File: src/rtl/m_matrix_pkg.sv
// Shared types and helpers for the LED matrix scan driver.
// Scan FSM states, default geometry and index-width helper.
package m_matrix_pkg;

    localparam int DEF_ROWS = 8;
    localparam int DEF_COLS = 8;

    typedef enum logic [1:0] {
        ST_IDLE,
        ST_LOAD,
        ST_ON,
        ST_BLANK
    } scan_state_t;

    // Bits needed to index n entries, never less than one.
    function automatic int idx_w(input int n);
        return (n > 1) ? $clog2(n) : 1;
    endfunction

endpackage

File: src/rtl/m_matrix_scan_driver_if.sv
// Frame-store write port and bank-swap handshake of the scan driver.
// master = control logic, slave = scan driver.
interface m_matrix_scan_driver_if
    import m_matrix_pkg::*;
#(
    parameter int ROWS = DEF_ROWS,
    parameter int COLS = DEF_COLS
);

    logic                     wr_en;
    logic [idx_w(ROWS)-1:0]   wr_row;
    logic [COLS-1:0]          wr_data;
    logic                     swap_req;
    logic                     swap_ack;

    modport master (
        output wr_en, wr_row, wr_data, swap_req,
        input  swap_ack
    );

    modport slave (
        input  wr_en, wr_row, wr_data, swap_req,
        output swap_ack
    );

endinterface

File: src/rtl/m_matrix_row_buf.sv
// Double-buffered ROWS x COLS frame store.
// Writes hit the back bank; reads see the display bank, or the back bank when flip is set.
module m_matrix_row_buf
    import m_matrix_pkg::*;
#(
    parameter int ROWS = DEF_ROWS,
    parameter int COLS = DEF_COLS,
    localparam int RW  = idx_w(ROWS)
) (
    input  logic            clk,
    input  logic            rst,
    input  logic            wr_en,
    input  logic [RW-1:0]   wr_row,
    input  logic [COLS-1:0] wr_data,
    input  logic            flip,
    input  logic [RW-1:0]   rd_row,
    output logic [COLS-1:0] rd_data
);

    localparam logic [RW:0] ROWS_L = ROWS[RW:0];

    logic [COLS-1:0] bank [2][ROWS];
    logic            sel;

    // A flipping read already sees the bank that becomes the display bank.
    assign rd_data = bank[sel ^ flip][rd_row];

    // Back-bank writes (pre-toggle bank) and display-bank toggling.
    always_ff @(posedge clk) begin
        if (!rst) begin
            for (int b = 0; b < 2; b++) begin
                for (int r = 0; r < ROWS; r++) begin
                    bank[b][r] <= '0;
                end
            end
            sel <= 1'b0;
        end else begin
            if (wr_en && ({1'b0, wr_row} < ROWS_L)) begin
                bank[~sel][wr_row] <= wr_data;
            end
            if (flip) begin
                sel <= ~sel;
            end
        end
    end

endmodule

File: src/rtl/m_matrix_scan_driver.sv
// Time-multiplexed LED matrix scan driver with dwell, blank gap and bank swap.
// Optional MATRIX_BRIGHTNESS_EN adds a 4-bit brightness input (column PWM per dwell).
module m_matrix_scan_driver
    import m_matrix_pkg::*;
#(
    parameter int ROWS  = DEF_ROWS,
    parameter int COLS  = DEF_COLS,
    parameter int DWELL = 1000,
    parameter int BLANK = 16
) (
    input  logic                  clk,
    input  logic                  rst,
    input  logic                  en,
`ifdef MATRIX_BRIGHTNESS_EN
    input  logic [3:0]            brightness,
`endif
    m_matrix_scan_driver_if.slave bus,
    output logic [ROWS-1:0]       row_sel,
    output logic [COLS-1:0]       col_data,
    output logic                  frame_start
);

    localparam int RW   = idx_w(ROWS);
    localparam int CMAX = (DWELL > BLANK) ? DWELL : BLANK;
    localparam int CW   = idx_w(CMAX);

    localparam logic [CW-1:0]   DWELL_END = CW'(DWELL - 1);
    localparam logic [CW-1:0]   BLANK_END = CW'(BLANK - 1);
    localparam logic [RW-1:0]   ROW_END   = RW'(ROWS - 1);
    localparam logic [ROWS-1:0] ONE_HOT0  = ROWS'(1);

    scan_state_t     state;
    logic [RW-1:0]   row;
    logic [CW-1:0]   cnt;
    logic [COLS-1:0] col_reg;
    logic            pending;
    logic            apply;
    logic [COLS-1:0] rd_data;

`ifdef MATRIX_BRIGHTNESS_EN
    localparam int STEP = DWELL / 16;
    logic [CW:0]     lim;
`endif

    // Swap lands only on an enabled row-0 load; en low holds it back.
    assign apply = en && (state == ST_LOAD) && (row == '0) && pending;

    m_matrix_row_buf #(
        .ROWS (ROWS),
        .COLS (COLS)
    ) u_row_buf (
        .clk     (clk),
        .rst     (rst),
        .wr_en   (bus.wr_en),
        .wr_row  (bus.wr_row),
        .wr_data (bus.wr_data),
        .flip    (apply),
        .rd_row  (row),
        .rd_data (rd_data)
    );

    // Scan FSM with registered strobes, columns and pulses.
    always_ff @(posedge clk) begin
        if (!rst) begin
            state        <= ST_IDLE;
            row          <= '0;
            cnt          <= '0;
            col_reg      <= '0;
            pending      <= 1'b0;
            row_sel      <= '0;
            col_data     <= '0;
            frame_start  <= 1'b0;
            bus.swap_ack <= 1'b0;
`ifdef MATRIX_BRIGHTNESS_EN
            lim          <= '0;
`endif
        end else begin
            frame_start  <= 1'b0;
            bus.swap_ack <= 1'b0;
            pending      <= bus.swap_req | (pending & ~apply);
            if (state != ST_IDLE && !en) begin
                state    <= ST_IDLE;
                row      <= '0;
                row_sel  <= '0;
                col_data <= '0;
            end else begin
                unique case (state)
                    ST_IDLE: begin
                        row_sel  <= '0;
                        col_data <= '0;
                        row      <= '0;
                        if (en) begin
                            state <= ST_LOAD;
                        end
                    end
                    ST_LOAD: begin
                        row_sel      <= '0;
                        col_data     <= '0;
                        col_reg      <= rd_data;
                        frame_start  <= (row == '0);
                        bus.swap_ack <= apply;
                        cnt          <= '0;
                        state        <= ST_ON;
`ifdef MATRIX_BRIGHTNESS_EN
                        lim <= (CW+1)'((32'(brightness) + 1) * STEP);
`endif
                    end
                    ST_ON: begin
                        row_sel <= ONE_HOT0 << row;
`ifdef MATRIX_BRIGHTNESS_EN
                        col_data <= ({1'b0, cnt} < lim) ? col_reg : '0;
`else
                        col_data <= col_reg;
`endif
                        if (cnt == DWELL_END) begin
                            cnt   <= '0;
                            state <= ST_BLANK;
                        end else begin
                            cnt <= cnt + 1'b1;
                        end
                    end
                    ST_BLANK: begin
                        row_sel  <= '0;
                        col_data <= '0;
                        if (cnt == BLANK_END) begin
                            cnt   <= '0;
                            row   <= (row == ROW_END) ? '0 : row + 1'b1;
                            state <= ST_LOAD;
                        end else begin
                            cnt <= cnt + 1'b1;
                        end
                    end
                    default: begin
                        state <= ST_IDLE;
                    end
                endcase
            end
        end
    end

endmodule

File: src/flat_wrapper.sv
// flat-port wrapper written by rule: the top's interface ports become plain ports
module m_matrix_scan_driver_flat import m_matrix_pkg::*;
#(
    parameter int ROWS  = DEF_ROWS,
    parameter int COLS  = DEF_COLS,
    parameter int DWELL = 1000,
    parameter int BLANK = 16
)
  (clk, rst, en, row_sel, col_data, frame_start, bus_wr_en, bus_wr_row, bus_wr_data, bus_swap_req, bus_swap_ack);
  m_matrix_scan_driver_if #(.ROWS(ROWS), .COLS(COLS)) bus_i ();
  input  logic clk;
  input  logic rst;
  input  logic en;
  output logic [ROWS-1:0] row_sel;
  output logic [COLS-1:0] col_data;
  output logic frame_start;
  input wire logic [$bits(bus_i.wr_en)-1:0] bus_wr_en;
  input wire logic [$bits(bus_i.wr_row)-1:0] bus_wr_row;
  input wire logic [$bits(bus_i.wr_data)-1:0] bus_wr_data;
  input wire logic [$bits(bus_i.swap_req)-1:0] bus_swap_req;
  output wire logic [$bits(bus_i.swap_ack)-1:0] bus_swap_ack;
  assign bus_i.wr_en = bus_wr_en;
  assign bus_i.wr_row = bus_wr_row;
  assign bus_i.wr_data = bus_wr_data;
  assign bus_i.swap_req = bus_swap_req;
  assign bus_swap_ack = bus_i.swap_ack;
  m_matrix_scan_driver #(.ROWS(ROWS), .COLS(COLS), .DWELL(DWELL), .BLANK(BLANK)) u_core (.clk(clk), .rst(rst), .en(en), .bus(bus_i), .row_sel(row_sel), .col_data(col_data), .frame_start(frame_start));
endmodule
File: config.mk
export PLATFORM = sky130hd
export DESIGN_NAME = m_matrix_scan_driver_flat
export DESIGN_NICKNAME = d
export VERILOG_FILES = /design/src/rtl/m_matrix_pkg.sv /design/src/rtl/m_matrix_scan_driver_if.sv /design/src/rtl/m_matrix_row_buf.sv /design/src/rtl/m_matrix_scan_driver.sv /design/src/flat_wrapper.sv
export SDC_FILE = /design/constraint.sdc
export NUM_CORES = 1
export LEC_CHECK = 0
export ABC_AREA = 1
export BUFFER_PORTS_ARGS = -buffer_cell sky130_fd_sc_hd__buf_2
export CAP_MARGIN = 10
export CORE_UTILIZATION = 60
export CTS_CLUSTER_SIZE = 20
export DETAILED_ROUTE_END_ITERATION = 10
export GPL_ROUTABILITY_DRIVEN = 0
export GPL_TIMING_DRIVEN = 0
export PLACE_DENSITY = 0.86
export RECOVER_POWER = 25
export SYNTH_ARGS = -nofsm -noshare
export SYNTH_HDL_FRONTEND = slang
export SYNTH_SLANG_ARGS = --single-unit
File: constraint.sdc
create_clock -name clk -period 6.57 [get_ports clk]
set_input_delay 0.3285 -clock clk [delete_from_list [all_inputs] [get_ports clk]]
set_output_delay 0.3285 -clock clk [all_outputs]
set_load 0.05 [all_outputs]
==> results by stage <==
Outcome:
- The run finished with clean final reports.

Clock tree:
- After clock tree synthesis, the repair step resized 0 gates.
- The clock tree synthesis step divided the H-tree into 4 levels.
- In this run the clock root is driven by a clkbuf_16.
- TritonCTS built the clock tree.
- After clock tree synthesis, the clock-pin slew on the worst setup and hold paths is 60 ps.
- The number of sinks handled by clock tree synthesis is 171.
- The maximum clock path buffer count is 2.
- Counting the buffers created by CTS gives 17.
- The clock latency reported for the late side of the worst-skew pair is 440 ps.
- The quantity of hold-fixing buffers added after cts is 0.
- The post-CTS setup buffer count is 0.

Timing:
- Setup repair after global routing left no endpoint under its margin.
- The actual transition at the worst max-transition pin is 966 ps.
- Static timing analysis puts the maximum clock frequency at 283 MHz.
- The worst relative slew slack is 35.6%.
- The final-report setup violation count is 0.
- The share of the clock period used by the worst path is 53.7%.
- The clock arrives with 9.97 ps of skew.
- For the final routed database, the setup TNS stands at 0 ps.
- After layout, the minimum clock period comes to 3530 ps.
- The final hold violation count was 0.
- The number of max-slew violations in the final report is 0.

Detailed routing:
- Across all layers, the routed design uses 6,137 vias.
- The number of nets with antenna violations after detailed routing is 0.
- In the routed layout, each cell is associated on average with a via count of 5.46.
- After detailed routing, the number of remaining DRC violations is 0.
- The first routing iteration left 812 violations.
- After detailed routing, the average wire length per cell comes to 17.0 um.
- For this block, the routed nets add up to 19,100 um of wire.
- For this run, the detailed router's first-pass iteration total came to 7.

Finish:
- Compared with the post-synthesis result, the final layout area differs by 11.9%.
- The largest registers in the layout are u_core.u_row_buf.bank (128), u_core.cnt (10).
- The register containing the most flip-flops in the final layout is u_core.u_row_buf.bank.
- The repair_antennas step left the layout with diodes totalling 0.
- Counting the fill cells in the layout gives 996.
- The share of post-route cells with drive strength above 1 is 7.47%.
- For this run, the post-layout net count is 965.
- The register with the most flip-flops in the layout has 128 of them.

Worst setup path:
- For flop-to-flop paths, the worst setup slack is 3040 ps.
- The category of the worst setup path capture point is a register.
- The critical path required time is 6900 ps.
- Walking the worst path, the cells encountered are clkbuf_1, clkinv_1, clkbuf_1, ha_1, inv_1, nor2_1, nand3_2, nand2_1, nand2_1, buf_4, buf_2, nand2_1, nand3_1, nand3_1, nand3_1, nand3_1, nand2_1, inv_1.
- In this design, the stage delay of the slowest critical-path cell is 400 ps.
- The worst-path cell with the longest stage delay is clkbuf_1.
- Along the worst path, the maximum fanout reaches 11.
- The type of origin of the critical path is a register.
- The worst endpoint data arrival time is 3860 ps.
- The critical path is of the reg -> reg type.

Floorplanning:
- The starting density of the core is 61.8%.
- The standard cell core area is 0.0127 mm^2.
- The die is 116 um tall.
- The die covers 0.0136 mm^2.
- The width of the chip is 116 um.
- The floorplan has 41 rows.
- Pin placement for this block handled 34 I/O pins.

Synthesis:
- edfxtp_1 takes more of the synthesized area than any other cell.
- Sorting the synthesized cells by area gives the leading types as edfxtp_1, dfxtp_1, nand3_1, inv_1, nand2_1.
- The most common flop cell mapped by yosys is edfxtp_1.
- Summing the areas of all xor and xnor instances in the mapped netlist gives 0.111% of the synthesized area.
- The synthesized area per cell is 8.88 um^2.
- The number of different library cells used by synthesis comes to 33.
- Counting every net in the synthesized netlist gives 913.
- After synthesis the netlist holds a flip-flop and latch count of 171.
- After synthesis, the largest family of logic cells by area is simple AND/OR/NAND/NOR gates.
- The mapped netlist covers 0.00787 mm^2.
- The most numerous cell in the Yosys netlist is inv_1.
- For this run, asynchronously set or reset flops after synthesis account for 0%.
- The number of enable flip-flop cells after synthesis is 128.
- The area share of fa/ha/maj cells after synthesis is 1.75%.
- The Yosys step of the flow raised 0 warnings.
- The portion of synthesized area spent on multiplexers is 0%.
- Of the synthesized area, sequential elements account for 59.8%.
- After synthesis, the largest area contributor takes up 48.9% of total cell area.
- The complex-gate fraction of the synthesized area is 2.51%.
- The post-synthesis cell count is 886.
- After Yosys synthesis, and, or, nand and nor cells account for 24.8% of the synthesized area.
- The commonest cells after synthesis are inv_1, nand2_1, nand3_1.

Placement:
- In this run the tool buffered the top-level ports with 33 buffer cells.
- The placed wire-length estimate is 12,500 um.

GRT:
- The pin count of the biggest net entering global routing is 17.
- The number of global-route vias before repair was 5,799.
- The initial antenna violation count is 0.
- Global routing finished with a remaining overflow of 0.
- The total global routing track utilization is 30.6%.
- The first global-routing pass estimated 29,700 um of wire.

Pwr:
- The part of the total power dissipated in combinational logic is 22.4%.
- The worst-case IR drop observed on VDD is 0.202 mV.
- The analysis attributes to net switching a power of 0.929 mW.
- The part of the total power dissipated in the clock network is 33.8%.
- For this design the static power due to leakage is 3.83 nW.
- Sequential cells account for 43.8% of the total power.
- The areal power density over the cells is 331 mW/mm^2.
- The sum of internal, switching and leakage power is 2.91 mW.
- The switching portion of total power is 31.9%.
- Cell internal power was estimated by the tool at 1.98 mW.

Run:
- Across the run, the number of max-cap violations was 0.

Hold path:
- The min-delay analysis places its worst path in the category in -> reg.
-- logic make-up (layout without fill, tap and decap cells) --
kind of cell    after synthesis  after routing
compound gates               36             36
flops                       171            171
buf+inv                     214            279
simple gates                453            453
xor+xnor                      1              1
fa+ha+maj                    11             11
-- metal layers --
layer / wire [um] / track usage (%)
met1: 7150 / 39.2
met2: 9080 / 49.5
met3: 2220 / 7.99
met4: 618 / 13.1
met5: 0 / 0
-- per-stage QoR --
stage	util, %	cells	setup WS (ps)	cell area, um^2	hold WS (ps)
3_5_place_dp	64.8	1091	3230	8250	428
5_1_grt	69.1	1123	2860	8800	166
4_1_cts	69.3	1123	3220	8820	141
6_report	69.1	1123	3040	8800	153
2_1_floorplan	-	886	4200	7870	416
3_3_place_gp	64.8	1091	3290	8250	426
-- cells in the final DEF, fill, tap and decap left out, types with 4 or more instances in the layout --
master / n
nor2_1: 117
a21oi_1: 21
clkbuf_16: 17
nand2_1: 176
buf_2: 19
clkinv_4: 4
inv_1: 180
o21ai_0: 8
clkbuf_1: 33
edfxtp_1: 128
dfxtp_1: 43
clkinv_1: 4
nor3_1: 5
nand3_1: 143
ha_1: 11
buf_6: 6
-- worst paths after layout --
path	from	end	cells after the start
worst max-delay path	u_core.row[0]	u_core.col_reg[2]	18
worst min-delay path	bus_swap_req	u_core.pending	3
worst max register to register	u_core.row[0]	u_core.col_reg[2]	18
worst min register to register	u_core.col_reg[3]	u_core.col_data[3]	2
-- power groups by stage --
stage                     clock network, mW  logic (mW)  registers [mW]
after floorplan                           0       0.421            1.32
after global placement                    0       0.614            1.29
after detailed placement                  0       0.631            1.30
after CTS                             0.986       0.640            1.28
after global routing                   1.03       0.717            1.28
final                                 0.985       0.652            1.28
-- worst max-delay path: cells and delay by family, from the launching register on --
kind,cells,cell delay [ps]
adders and majority gates,1,340
DFF,1,360
buffers and inverters,7,1660
and+or+nand+nor,10,1050
-- cell type report --
class / instances / area [um^2] / share of cell area (%)
buffer: 27 / 164 / 1.86
clock buffer: 18 / 429 / 4.88
clock inverter: 14 / 146 / 1.66
inverter: 187 / 704 / 8.01
multi-input combinational: 501 / 2290 / 26.1
sequential: 171 / 4700 / 53.5
tap: 172 / 215 / 2.45
timing repair buffer: 33 / 141 / 1.61
Note: power is estimated with default switching activity, not from simulation.
